File: config.mk
export PLATFORM = sky130hd
export DESIGN_NAME = light_countdown_disp
export DESIGN_NICKNAME = d
export VERILOG_FILES = /design/src/rtl/light_countdown_disp.sv
export SDC_FILE = /design/constraint.sdc
export NUM_CORES = 1
export LEC_CHECK = 0
export CORE_ASPECT_RATIO = 1.2
export CORE_MARGIN = 8
export CORE_UTILIZATION = 30
export CTS_CLUSTER_SIZE = 8
export DETAILED_ROUTE_END_ITERATION = 8
export PLACE_DENSITY_LB_ADDON = 0.3
export REMOVE_ABC_BUFFERS = 1
export SLEW_MARGIN = 40
export SYNTH_ARGS = -nofsm -noshare
export SYNTH_HDL_FRONTEND = slang
export SYNTH_SLANG_ARGS = --single-unit
File: constraint.sdc
create_clock -name clk -period 3.4 [get_ports clk]
set_input_delay 0.34 -clock clk [delete_from_list [all_inputs] [get_ports clk]]
set_output_delay 0.34 -clock clk [all_outputs]
set_load 0.005 [all_outputs]
File: src/rtl/light_countdown_disp.sv
// Traffic-light countdown display.
// Tracks which lamp is lit, loads that phase's start value in whole seconds
// and counts it down in 0.1 s ticks as two BCD digits. The digits are
// multiplexed onto one 7-segment bus. A lamp pattern that is not one-hot
// raises err, freezes the count and shows "--".
module light_countdown_disp #(
  parameter int RED_SEC  = 2,
  parameter int YEL_SEC  = 3,
  parameter int GRN_SEC  = 1,
  parameter int SCAN_DIV = 50000
) (
  input  logic       clk,
  input  logic       rst_n,
  input  logic       tick,
  input  logic       r,
  input  logic       y,
  input  logic       g,
  output logic [6:0] seg,
  output logic [1:0] an,
  output logic [7:0] sec_bcd,
  output logic       err
);

  localparam int CW = (SCAN_DIV > 2) ? $clog2(SCAN_DIV) : 1;
  localparam logic [CW-1:0] SCAN_MAX = CW'(SCAN_DIV - 1);

  localparam logic [7:0] RED_BCD = {4'(RED_SEC / 10), 4'(RED_SEC % 10)};
  localparam logic [7:0] YEL_BCD = {4'(YEL_SEC / 10), 4'(YEL_SEC % 10)};
  localparam logic [7:0] GRN_BCD = {4'(GRN_SEC / 10), 4'(GRN_SEC % 10)};

  // Standard active-high 7-segment patterns, seg[0]=a .. seg[6]=g.
  function automatic logic [6:0] seg_of(input logic [3:0] d);
    case (d)
      4'd0:    return 7'h3F;
      4'd1:    return 7'h06;
      4'd2:    return 7'h5B;
      4'd3:    return 7'h4F;
      4'd4:    return 7'h66;
      4'd5:    return 7'h6D;
      4'd6:    return 7'h7D;
      4'd7:    return 7'h07;
      4'd8:    return 7'h7F;
      4'd9:    return 7'h6F;
      default: return 7'h00;
    endcase
  endfunction

  logic [2:0]    lamps;
  logic [2:0]    prev;
  logic          one_hot;
  logic          entry;
  logic [3:0]    tenths;
  logic [CW-1:0] scan_cnt;
  logic          digit_sel;

  logic [7:0]    sec_next;
  logic [3:0]    tenths_next;
  logic [CW-1:0] scan_next;
  logic          sel_next;
  logic          err_next;
  logic [3:0]    digit;
  logic [6:0]    seg_next;
  logic [1:0]    an_next;

  assign lamps   = {r, y, g};
  assign one_hot = (lamps == 3'b100) || (lamps == 3'b010) || (lamps == 3'b001);
  // prev holds the last non-one-hot pattern during an error, so the first
  // valid pattern afterwards always differs and re-enters the phase.
  assign entry   = one_hot && (lamps != prev);

  // Countdown: a phase entry reloads, otherwise a tick consumes 0.1 s.
  always_comb begin
    // NOTE: every output of this block gets a default first, so no path can
    // leave one unassigned and infer a latch.
    sec_next    = sec_bcd;
    tenths_next = tenths;
    if (entry) begin
      if (lamps == 3'b100)      sec_next = RED_BCD;
      else if (lamps == 3'b010) sec_next = YEL_BCD;
      else                      sec_next = GRN_BCD;
      tenths_next = 4'd9;
    end else if (one_hot && tick && !err) begin
      if (tenths != 4'd0) begin
        tenths_next = tenths - 4'd1;
      end else begin
        tenths_next = 4'd9;
        if (sec_bcd[3:0] != 4'd0)      sec_next = {sec_bcd[7:4], sec_bcd[3:0] - 4'd1};
        else if (sec_bcd[7:4] != 4'd0) sec_next = {sec_bcd[7:4] - 4'd1, 4'd9};
      end
    end
  end

  // Scan timing and the next display word, built from next-state values so
  // seg/an stay aligned with sec_bcd and err.
  always_comb begin
    scan_next = (scan_cnt == SCAN_MAX) ? '0 : scan_cnt + 1'b1;
    sel_next  = digit_sel ^ (scan_cnt == SCAN_MAX);
    err_next  = !one_hot;
    digit     = sel_next ? sec_next[7:4] : sec_next[3:0];
    an_next   = sel_next ? 2'b01 : 2'b10;
    if (err_next)                              seg_next = 7'h40;
    else if (sel_next && sec_next[7:4] == 4'd0) seg_next = 7'h00;
    else                                       seg_next = seg_of(digit);
  end

  // State and registered outputs; reset blanks the display immediately.
  always_ff @(posedge clk or negedge rst_n) begin
    // NOTE: non-blocking assignments here so every register samples the
    // values from before this edge, independent of statement order.
    if (!rst_n) begin
      prev      <= 3'b000;
      sec_bcd   <= 8'h00;
      tenths    <= 4'd0;
      err       <= 1'b0;
      scan_cnt  <= '0;
      digit_sel <= 1'b0;
      an        <= 2'b11;
      seg       <= 7'h00;
    end else begin
      prev      <= lamps;
      sec_bcd   <= sec_next;
      tenths    <= tenths_next;
      err       <= err_next;
      scan_cnt  <= scan_next;
      digit_sel <= sel_next;
      an        <= an_next;
      seg       <= seg_next;
    end
  end

endmodule

# --- Word-level counts from Yosys, hierarchy flattened ---
# Memory sizes are Yosys's and may differ from the RTL's.
# Index checks and enable logic that the tools add are counted.
word_totals:
  rom_bits: 112
  in_bits: 6
  memories: 1
  output_inout_bits: 18
  regBits: 42
  elab_cells: 47
op_classes:
  n_bitwise: 1
  muxes: 15
  n_reduce_logical: 13
  eq_ne: 5
  n_addsub: 4
memory_table:
  columns: ["name", "depth", "width", "rd", "rd_ports_with_merged_regs", "write_ports", "line", "source"]
  rows:
  - ["(no name shown)", 16, 7, 1, 0, 0, "33", "case (d)"]
op_table:
  columns: ["op", "count"]
  rows:
  - ["$mux W8", 5]
  - ["$add A16 B1 Y16 const B", 1]
  - ["$eq A16 B16 Y1 const B", 1]
  - ["$mux W16", 1]
  - ["$mux W4", 4]
  - ["$mux W7", 2]
  - ["$reduce_bool A4 Y1", 3]
  - ["$sub A4 B1 Y4 const B", 3]
  - ["$mux W2", 3]
  - ["$logic_and A1 B1 Y1", 4]
  - ["$logic_not A4 Y1", 1]
  - ["$eq A3 B1 Y1 const B", 1]
  - ["$eq A3 B2 Y1 const B", 1]
  - ["$eq A3 B3 Y1 const B", 1]
  - ["$ne A3 B3 Y1", 1]
  - ["$logic_not A1 Y1", 2]
  - ["$logic_or A1 B1 Y1", 2]
  - ["$reduce_bool A2 Y1", 1]
  - ["$xor A1 B1 Y1", 1]

# --- Depth between registers and ports, before layout ---
depth:
  ltp_word: 11
  depth_mapped: 13
  depth_no_buf: 12

# --- Worst setup path before layout ---
# Ideal clock, no wire load.
synth_timing:
  kind: "flip-flop to flip-flop"
  from: "register scan_cnt[0]"
  to: "register seg[6]"
  stages_incl_launch_ff: 12
  arrival_time_ps: 2582
  n_path_buf: 1
  required_ps: 3313
  setup_ps: 87
  setup_slack_ps: 731
  period_less_slack_ps: 2669
  cell_sequence: "dfrtp_1 ha_1 and3_1 and4_1 buf_2 xnor2_2 inv_2 mux2i_1 inv_1 ha_1 mux2_2 o211ai_1"
synth_between:
  elab_chain_cells: 6
  word_cells_on_any_way: 7
  classes_between: "eq/ne (1); mux (3); bitwise (1); reduce/logical (1); memory (1)"
synth_rtl:
  columns: ["element", "line", "source"]
  rows:
  - ["start, declared", "53", "logic [CW-1:0] scan_cnt;"]
  - ["start signal, assigned", "124", "scan_cnt <= scan_next;"]
  - ["$eq A16 B16 Y1 *", "97", "sel_next = digit_sel ^ (scan_cnt == SCAN_MAX);"]
  - ["$xor A1 B1 Y1 *", "97", null]
  - ["$mux W4", "99", "digit = sel_next ? sec_next[7:4] : sec_next[3:0];"]
  - ["$mem_v2 Z16 W7", null, null]
  - ["$mux W7 *", "102", "else if (sel_next && sec_next[7:4] == 4'd0) seg_next = 7'h00;"]
  - ["$mux W7 *", "101", "if (err_next) seg_next = 7'h40;"]
  - ["net seg_next[6]", "62", "logic [6:0] seg_next;"]
  - ["end signal, assigned", "127", "seg <= seg_next;"]
  - ["end, declared", "18", "output logic [6:0] seg,"]
# Mark *: on every way through the listed nets, which the timed path passes. The rest lies on a longest branch.
# A chain may end at the register's enable or synchronous reset.

# --- Final worst setup path ---
layout_timing:
  from: "register sec_bcd[0]"
  to: "register seg[6]"
layout_between:
  elab_chain_cells: 9
  word_cells_on_any_way: 13
  classes_between: "add/sub (1); mux (8); reduce/logical (3); memory (1)"
layout_rtl:
  columns: ["element", "line", "source"]
  rows:
  - ["start, declared", "20", "output logic [7:0] sec_bcd,"]
  - ["start signal, assigned", "121", "sec_bcd <= sec_next;"]
  - ["$reduce_bool A4 Y1 *", "87", "if (sec_bcd[3:0] != 4'd0) sec_next = {sec_bcd[7:4], sec_bcd[3:0] - 4'd1};"]
  - ["$mux W8 *", "87", null]
  - ["$mux W8 *", "83", "if (tenths != 4'd0) begin"]
  - ["$mux W8 *", "82", "end else if (one_hot && tick && !err) begin"]
  - ["$mux W8 *", "77", "if (entry) begin"]
  - ["net sec_next[5]", "56", "logic [7:0] sec_next;"]
  - ["$mux W4 or $logic_not A4 Y1 (tied branches)", "99, 102", null]
  - ["$mem_v2 Z16 W7 or $logic_and A1 B1 Y1 (tied branches)", null, null]
  - ["$mux W7 *", "102", null]
  - ["$mux W7 *", "101", null]
  - ["net seg_next[6]", "62", null]
# Marked as above.

==> impl_metrics.tcl <==
set metrics [dict create \
    timing.slew.headroom 0.617 \
    critPathRequiredTime_ps 3630 \
    first_global_vias 1809 \
    final_net_count 274 \
    synth.yosys.seq_area_share 0.452 \
    dp_hpwl_um 3910 \
    setup_viol_count_final 0 \
    post-cts-setup-buffers 0 \
    start_util 0.306 \
    power_density_nw_per_um2 364 \
    layout.cells.most_common "sky130_fd_sc_hd__dfrtp_1" \
    ys_ff_latch 42 \
    ir_worst_vdd_uv 141 \
    asyncSetResetFlopFracSynth 1.00 \
    unrepaired_setup_endpoints_after_global_routing "false" \
    die_y_um 113 \
    synth.avg_cell_area_um2 10.2 \
    postSynthCellCount 229 \
    die_area_um2 10800 \
    design_area_um2 2780 \
    cp_data_arrival_time_ps 3180 \
    setup_total_negative_slack_ps 0 \
    die_w_um 96.4 \
    core_region_area_um2 7620 \
    path_max_fanout 7 \
    post_dp_cell_area_um2 2690 \
    worstSkewPairLatency_ps 300 \
    via_per_inst 5.14 \
    cp_cell_sequence "inv_1, ha_1, nor3b_1, nand2_1, nor3_1, nor3_1, mux2i_1, inv_1, ha_1, mux2_2, o211ai_1" \
    cts-hold-fix-buffers 0 \
    max_stage_delay_ps 470 \
    synth_cell_types 57 \
    slowest_stage "sky130_fd_sc_hd__nor3b_1" \
    clkTransAtPathRegs_ps 90 \
    route.vias.total 1810 \
    antenna_found_initial 0 \
    route.antenna.remaining_nets 0 \
    cts_resized 0 \
    antenna_cells_inserted 0 \
    mostFrequentLayoutCells "sky130_fd_sc_hd__dfrtp_1, sky130_fd_sc_hd__nor2_1, sky130_fd_sc_hd__clkdlybuf4s50_1" \
    first_pass_iters 4 \
    status "completed" \
    worst_setup_path_end_kind "flip-flop" \
    cts_tree "done" \
    period_share 0.868 \
    hold_viol_final 0 \
    timing.critical_path.buf_inv 2 \
    cell_at_the_root_of_the_clock_tree "sky130_fd_sc_hd__clkbuf_8" \
    htree_num_levels 2 \
    cap_viol_max_count 0 \
    global_placer_s_final_weighted_congestion 0.819 \
    worst_slew_pin_slew_ps 565 \
    drt_wl_total_um 5190 \
    track_usage 0.103 \
    crit_family "simple AND/OR/NAND/NOR gates" \
    clkSinkCount 42 \
    hold_path.class "in2async" \
    achievable-frequency_ghz 0.339 \
    post_synthesis_instance_area_um2 2330 \
    io-pin-count 24 \
    grt_start_max_net_pins 43 \
    p_leak_nw 1.18 \
    setup.worst_path.class "reg2reg" \
    report.power.total_mw 1.01 \
    portBuffers 23 \
    num-fill-cells 780 \
    skew_ps 11.3 \
    drive_gt1_frac 0.112 \
    clock_buffers_created_by_tritoncts 5 \
    drt-initial-drc-count 71 \
    grt_first_pass_wirelength_um 8930 \
    synth_top_flop_cell "sky130_fd_sc_hd__dfrtp_1" \
    overflow 0 \
    drc_errors 0 \
    timing.critical_path.from_type "flip-flop" \
    drv_slew 0 \
    placement_rows 35 \
    syn2layout_area_growth_pct 19.3 \
    detail_route.wl_per_cell_um 14.7 \
    post-route-min-period_ps 2950 \
    cts_buffer_depth 2 \
    number_of_flops_mapped_to_enable_cells_by_yosys 0 \
    yosys_warning_total 0 \
    fin_hold_ws_ps 16.8 \
]
==> final timing paths <==
check,slack [ps],end,depth (start not counted),from
worst min register to register,450,scan_cnt[0],1,scan_cnt[0]
max in group asynchronous,3020,an[0],1,rst_n
worst max register to register,450,seg[6],11,sec_bcd[0]
min in group clk,450,scan_cnt[0],1,scan_cnt[0]
worst max-delay path,450,seg[6],11,sec_bcd[0]
worst min-delay path,20,err,1,rst_n
==> worst reg2reg max path, stage by stage, from the launching register on <==
cell	delay, ps
sky130_fd_sc_hd__dfrtp_1	450
sky130_fd_sc_hd__inv_1	80
sky130_fd_sc_hd__ha_1	250
sky130_fd_sc_hd__nor3b_1	470
sky130_fd_sc_hd__nand2_1	140
sky130_fd_sc_hd__nor3_1	240
sky130_fd_sc_hd__nor3_1	110
sky130_fd_sc_hd__mux2i_1	390
sky130_fd_sc_hd__inv_1	130
sky130_fd_sc_hd__ha_1	220
sky130_fd_sc_hd__mux2_2	260
sky130_fd_sc_hd__o211ai_1	150
==> flip-flops by register name (all words and copies together) (netlist names) <==
register / cells
seg: 7
sec_bcd: 8
digit_sel: 1
scan_cnt: 16
err: 1
tenths: 4
prev: 3
an: 2
==> cell usage after synthesis (all sizes together), types with 4 or more instances <==
| cell | count | area (um^2) |
|---|---|---|
| xnor2 | 9 | 86.3 |
| nor3 | 6 | 30.0 |
| nand2 | 7 | 26.3 |
| buf | 6 | 35.0 |
| nor4bb | 5 | 50.1 |
| and3 | 7 | 43.8 |
| o31ai | 4 | 30.0 |
| dfrtp | 40 | 1000 |
| xor2 | 10 | 95.1 |
| inv | 13 | 48.8 |
| nor2 | 23 | 86.3 |
| o21ai | 9 | 48.8 |
| ha | 9 | 113 |
| mux2i | 7 | 70.1 |
| a21oi | 11 | 58.8 |
| nand3 | 12 | 60.1 |
==> report_power, final <==
group	switching (mW)	internal [mW]
Sequential	0.0117	0.515
Combinational	0.0776	0.0699
Clock	0.188	0.148
Total	0.277	0.733
==> layer usage <==
metal / up-vias / global-route usage / share of wire
li1: 882 / - / -
met1: 895 / 0.127 / 0.44
met2: 26 / 0.168 / 0.51
met3: 7 / 0.0247 / 0.036
met4: 0 / 0.0374 / 0.019
met5: - / 0 / 0
==> logic make-up (layout without fill, tap and decap cells) <==
| kind of cell | Yosys count | count (layout) | synth area share |
|---|---|---|---|
| buf+inv | 20 | 51 | 0.0376 |
| fa+ha+maj | 9 | 9 | 0.0484 |
| flops | 42 | 42 | 0.452 |
| simple gates | 88 | 88 | 0.218 |
| compound gates | 42 | 42 | 0.124 |
| xor+xnor | 19 | 19 | 0.0779 |
| mux | 9 | 9 | 0.0414 |
==> layout make-up <==
cell class              instances  area (um^2)  area share
well taps                      92          115      0.0414
multi-input cells             167         1190       0.427
repair buffers                 30          280       0.101
inverters                      13         48.8      0.0176
clock inverters                 3         25.0     0.00900
clock buffers                   5         68.8      0.0248
flip-flops and latches         42         1050       0.379
==> through the flow <==
step | setup WS, ps | std cells | util
2_1_floorplan | 758 | 222 | -
3_3_place_gp | 285 | 344 | 0.352
3_5_place_dp | 194 | 344 | 0.352
4_1_cts | 434 | 352 | 0.365
5_1_grt | 190 | 352 | 0.365
6_report | 447 | 352 | 0.365
No activity file was read; power rests on OpenSTA's default activity.
